## src/rtl/iso14443a_bit_encoder_if.sv

```systemverilog
// ============================================================================
// tx_interface : bit/byte source-to-sink handshake for the ISO14443-A TX path
// Rev 1.0 - initial release
// ============================================================================
`default_nettype none

interface tx_interface #(
  parameter int BY_BYTE = 0
);
  localparam int c_data_w = (BY_BYTE != 0) ? 8 : 1;

  logic [c_data_w-1:0] data;
  logic                data_valid;
  logic                req;

  modport master (output data, output data_valid, input req);
  modport slave  (input data, input data_valid, output req);
endinterface

`default_nettype wire

```

## src/rtl/iso14443a_bit_encoder.sv

```systemverilog
// ============================================================================
// iso14443a_bit_encoder : 106 kbit/s PICC TX Manchester bit encoder
// Rev 1.0 - initial release
// ============================================================================
`default_nettype none

module iso14443a_bit_encoder (
  input  logic        clk,
  input  logic        rst_n,
  input  logic        en,
  tx_interface.slave  in_iface,
  output logic        encoded_data,
  output logic        last_tick
);

  localparam logic [6:0] c_cnt_first = 7'd0;
  localparam logic [6:0] c_cnt_half  = 7'd64;
  localparam logic [6:0] c_cnt_last  = 7'd127;

  logic [6:0] r_cnt;
  logic       r_enc;
  logic       r_valid;

  logic       w_cnt_first;
  logic       w_cnt_half;
  logic       w_cnt_last;

  assign w_cnt_first = (r_cnt == c_cnt_first);
  assign w_cnt_half  = (r_cnt == c_cnt_half);
  assign w_cnt_last  = (r_cnt == c_cnt_last);

  // rst_n is folded in so both strobes drop the instant reset asserts
  assign in_iface.req = rst_n & en & w_cnt_first;
  assign last_tick    = rst_n & en & w_cnt_last;
  assign encoded_data = r_enc;

  always_ff @(posedge clk or negedge rst_n) begin
    if (!rst_n) begin
      r_cnt   <= 7'd0;
      r_enc   <= 1'b0;
      r_valid <= 1'b0;
    end else if (!en) begin
      r_cnt   <= 7'd0;
      r_enc   <= 1'b0;
      r_valid <= 1'b0;
    end else begin
      r_cnt <= r_cnt + 7'd1;
      if (w_cnt_first) begin
        r_enc   <= in_iface.data_valid & in_iface.data[0];
        r_valid <= in_iface.data_valid;
      end else if (w_cnt_half && r_valid) begin
        r_enc <= ~r_enc;
      end
    end
  end

endmodule

`default_nettype wire

```

## src/flat_wrapper.sv

```systemverilog
// flat-port wrapper written by rule: the top's interface ports become plain ports
module iso14443a_bit_encoder_flat 
  (clk, rst_n, en, encoded_data, last_tick, in_iface_data, in_iface_data_valid, in_iface_req);
  tx_interface #(.BY_BYTE(0)) in_iface_i ();
  input  logic clk;
  input  logic rst_n;
  input  logic en;
  output logic encoded_data;
  output logic last_tick;
  input wire logic [$bits(in_iface_i.data)-1:0] in_iface_data;
  input wire logic [$bits(in_iface_i.data_valid)-1:0] in_iface_data_valid;
  output wire logic [$bits(in_iface_i.req)-1:0] in_iface_req;
  assign in_iface_i.data = in_iface_data;
  assign in_iface_i.data_valid = in_iface_data_valid;
  assign in_iface_req = in_iface_i.req;
  iso14443a_bit_encoder u_core (.clk(clk), .rst_n(rst_n), .en(en), .in_iface(in_iface_i), .encoded_data(encoded_data), .last_tick(last_tick));
endmodule
```

## config.mk

```make
export PLATFORM = sky130hd
export DESIGN_NAME = iso14443a_bit_encoder_flat
export DESIGN_NICKNAME = d
export VERILOG_FILES = /design/src/rtl/iso14443a_bit_encoder_if.sv /design/src/rtl/iso14443a_bit_encoder.sv /design/src/flat_wrapper.sv
export SDC_FILE = /design/constraint.sdc
export NUM_CORES = 1
export LEC_CHECK = 0
export BUFFER_PORTS_ARGS = -buffer_cell sky130_fd_sc_hd__buf_2
export CAP_MARGIN = 40
export CORE_AREA = 8 8 45 47
export CTS_CLUSTER_DIAMETER = 120
export DETAILED_ROUTE_END_ITERATION = 10
export DIE_AREA = 0 0 53 55
export HOLD_SLACK_MARGIN = 0.06
export PLACE_DENSITY = 0.56
export SYNTH_ARGS = -nofsm -noshare
export SYNTH_HDL_FRONTEND = slang
export SYNTH_SLANG_ARGS = --single-unit
```

## constraint.sdc

```tcl
create_clock -name clk -period 2 [get_ports clk]
set_clock_uncertainty 0.05 [all_clocks]
set_input_delay 0.2 -clock clk [delete_from_list [all_inputs] [get_ports clk]]
set_output_delay 0.2 -clock clk [all_outputs]
set_load 0.01 [all_outputs]
```

==> key figures <==
Synth
  • Compound-gate portion of the synthesized area: 5.222%
  • Post-synthesis adder-cell area fraction: 5.222%
  • Largest family of logic cells by synthesized area: simple AND/OR/NAND/NOR gates
  • Area fraction of the dominant cell type after synthesis: 47.00%
  • Cells after Synth: 51
  • Post-synthesis simple-gate area fraction: 31.85%
  • Synth area leaders: dfrtp_1 47%, nand3_1 6.3%, ha_1 5.2%, nand2_1 4.7%, and4b_1 4.2%
  • Post-synthesis cell type count: 19
  • Net Count, Synth: 58
  • Post-synthesis mux area share: 2.089%
  • Most area-hungry cell type in the Yosys netlist: dfrtp_1
  • Average cell area after synthesis: 9.396 µm²
  • Synthesized area: 479.2 µm²
  • Yosys reg bits: 9
  • Synth Area in XOR/XNOR: 5.483%
  • Ys Warns: 0
  • Register area share after synthesis: 47.00%

Run
  • Max Cap Viol: 0

Worst setup path
  • Worst R2R End: u_core.r_valid
  • Arrival time worst endpoint: 1510 ps
  • Internal reg-to-reg setup slack: 670 ps
  • WS Path Type: reg2out
  • RR Startpoint: u_core.r_cnt[3]
  • Critical Path RT: 1750 ps
  • Worst r2r path cells: 3
  • Worst setup EP type: primary output
  • Critical Path Source: u_core.r_cnt[3]
  • Setup crit start kind: register
  • Worst-path fanout max: 5

Routing
  • Pre-antenna DRT Iters: 4
  • Residual DRC: 0
  • Vias/cell: 5.064
  • Post-DRT Antenna Nets: 0
  • Initial detailed-routing violation count: 18
  • WL/cell: 12.13 µm
  • Final wirelength: 946 µm
  • Via count: 395

Cells and area
  • Area Growth Syn to Fin: 18.28%
  • Area occupied by multi-input gates: 239.0 µm²
  • Antenna cell count: 0
  • Post-layout instance area: 566.8 µm²
  • Finished Core Util: 40.96%
  • Layout cells sized above 1: 17.74%
  • Seq. cell area: 225.2 µm²
  • # fillers: 142
  • Layout Nets: 70

Clock tree
  • CTS resizes: 0
  • Root buffer cell: clkbuf_4
  • Clk pin slew, worst setup/hold paths: 60 ps
  • Clock sinks: 9
  • CTS tree: yes
  • Hold_buf cts: 1
  • CTS Buf Count: 3
  • H-tree Lvls: 1
  • Clock buffer depth: 2
  • Setup Buffers After CTS: 0
  • Clock latency on the worst-skew pair: 260 ps

Floorplanning
  • Starting Density: 34.63%
  • Area of the core: 1384 µm²
  • Die Span Y: 55 µm
  • Die area: 2915 µm²
  • Row cnt: 14
  • I/O pin count: 8
  • Die X: 53 µm

STA
  • Final setup vio count: 0
  • Final hold slack: 170.2 ps
  • Final hold violations: 0
  • Fin worst setup slack: 240.5 ps
  • Fmax: 568.3 MHz
  • Final setup TNS: 0 ps
  • Final Max Tran Viols: 0
  • Rel. slew slack: 75.27%
  • RSZ-0062 raised after global routing: false
  • Tightest Pin Transition: 368.0 ps
  • Crit share post-route: 87.98%
  • Final min period: 1760 ps

Power and ir drop
  • Maximum vdd drop: 0.3598 mV
  • Leak Pwr: 0.2644 nW
  • Power density over cell area: 673.4 nW/µm²

Min path
  • Hold WC Path Type: in2reg
  • Hold Crit Endpoint: u_core.r_valid
  • Hold_sp: in_iface_data_valid
  • Worst Hold Path Cells: 3

Global route
  • GRT Total Usage: 7.481%
  • Vias in the first global route: 365
  • Largest net degree at the start of global routing: 12
  • Initial antenna violation count: 0
  • Global-route wire length before repair: 1.531 mm
  • GRT overflow: 0

Place
  • Gp weighted congestion: 0.7513
  • Area after DPL: 530.5 µm²
  • IO Port Bufs: 7
  • Detail Placement HPWL: 708.5 µm
  • DP Worst Slack: 512.5 ps

Outcome
  • Status: completed
critical path, stage by stage (launching register included):
cell,delay (ps)
dfrtp_1,430
nor4_2,400
nand3b_1,180
nor2_1,120
buf_2,130
registers in the layout (all words and copies together), names as in the netlist:
name                 count
u_core.encoded_data      1
u_core.r_cnt             7
u_core.r_valid           1
report_power, final:
part	leakage [nW]	internal [mW]	switching [mW]
clock	0.0150	0.0768	0.0624
sequential	0.122	0.190	0.00799
combinational	0.127	0.0195	0.0247
total	0.264	0.287	0.0951
synth_stat cells:
library cell,count
a21oi_1,3
and2_1,1
and4b_1,2
clkbuf_1,1
dfrtp_1,9
ha_1,2
inv_1,3
mux2i_1,1
nand2_1,6
nand3_1,6
nand3b_1,1
nand4b_1,2
nor2_1,5
nor3_1,1
nor4_2,1
o21ai_0,2
or3_1,2
xnor2_1,1
xor2_1,2
placed cells by master (no fill, tap or decap):
master         synthesis  routed
xnor2_1                1       1
and4b_1                2       2
mux2i_1                1       1
o21ai_0                2       2
nand3b_1               1       1
nor2_1                 5       5
nand3_1                6       6
nand2_1                6       6
or3_1                  2       2
xor2_1                 2       2
nor3_1                 1       1
nand4b_1               2       2
ha_1                   2       2
inv_1                  3       3
and2_1                 1       1
dfrtp_1                9       9
dlygate4sd3_1          0       1
clkbuf_1               1       1
a21oi_1                3       3
clkbuf_4               0       3
nor4_2                 1       1
buf_2                  0       7
worst max path at each step:
| stage | to | slack, ps |
|---|---|---|
| 6_report | in_iface_req | 240 |
| 5_1_grt | in_iface_req | 100 |
| 4_1_cts | in_iface_req | 220 |
| 3_5_place_dp | in_iface_req | 510 |
| 3_3_place_gp | in_iface_req | 530 |
| 2_1_floorplan | in_iface_req | 620 |
metrics by stage:
step / total power, mW / instances
4_1_cts: 0.3900 / 78
3_3_place_gp: 0.2442 / 73
2_1_floorplan: 0.2280 / 51
3_5_place_dp: 0.2445 / 73
5_1_grt: 0.4075 / 78
6_report: 0.3817 / 78
layer usage:
metal  share of wire (%)  GRT usage, %
met5                   0             0
met4                 2.0         9.052
met3                 9.0         2.674
met2                  43         10.94
met1                  46         7.585
kinds of logic after synthesis:
| kind of cell | Yosys count |
|---|---|
| and+or+nand+nor | 27 |
| DFF | 9 |
| AOI/OAI and AO/OA | 5 |
| buffers and inverters | 4 |
| xor gates and xnor gates | 3 |
| adders and majority gates | 2 |
| muxes | 1 |
layout make-up:
cell class | instances | share of cell area [%]
flip-flops and latches | 9 | 39.74
well taps | 16 | 3.532
multi-input cells | 38 | 42.16
clock buffers | 4 | 4.636
repair buffers | 8 | 7.947
inverters | 3 | 1.987
Note: power is estimated with default switching activity, not from simulation.
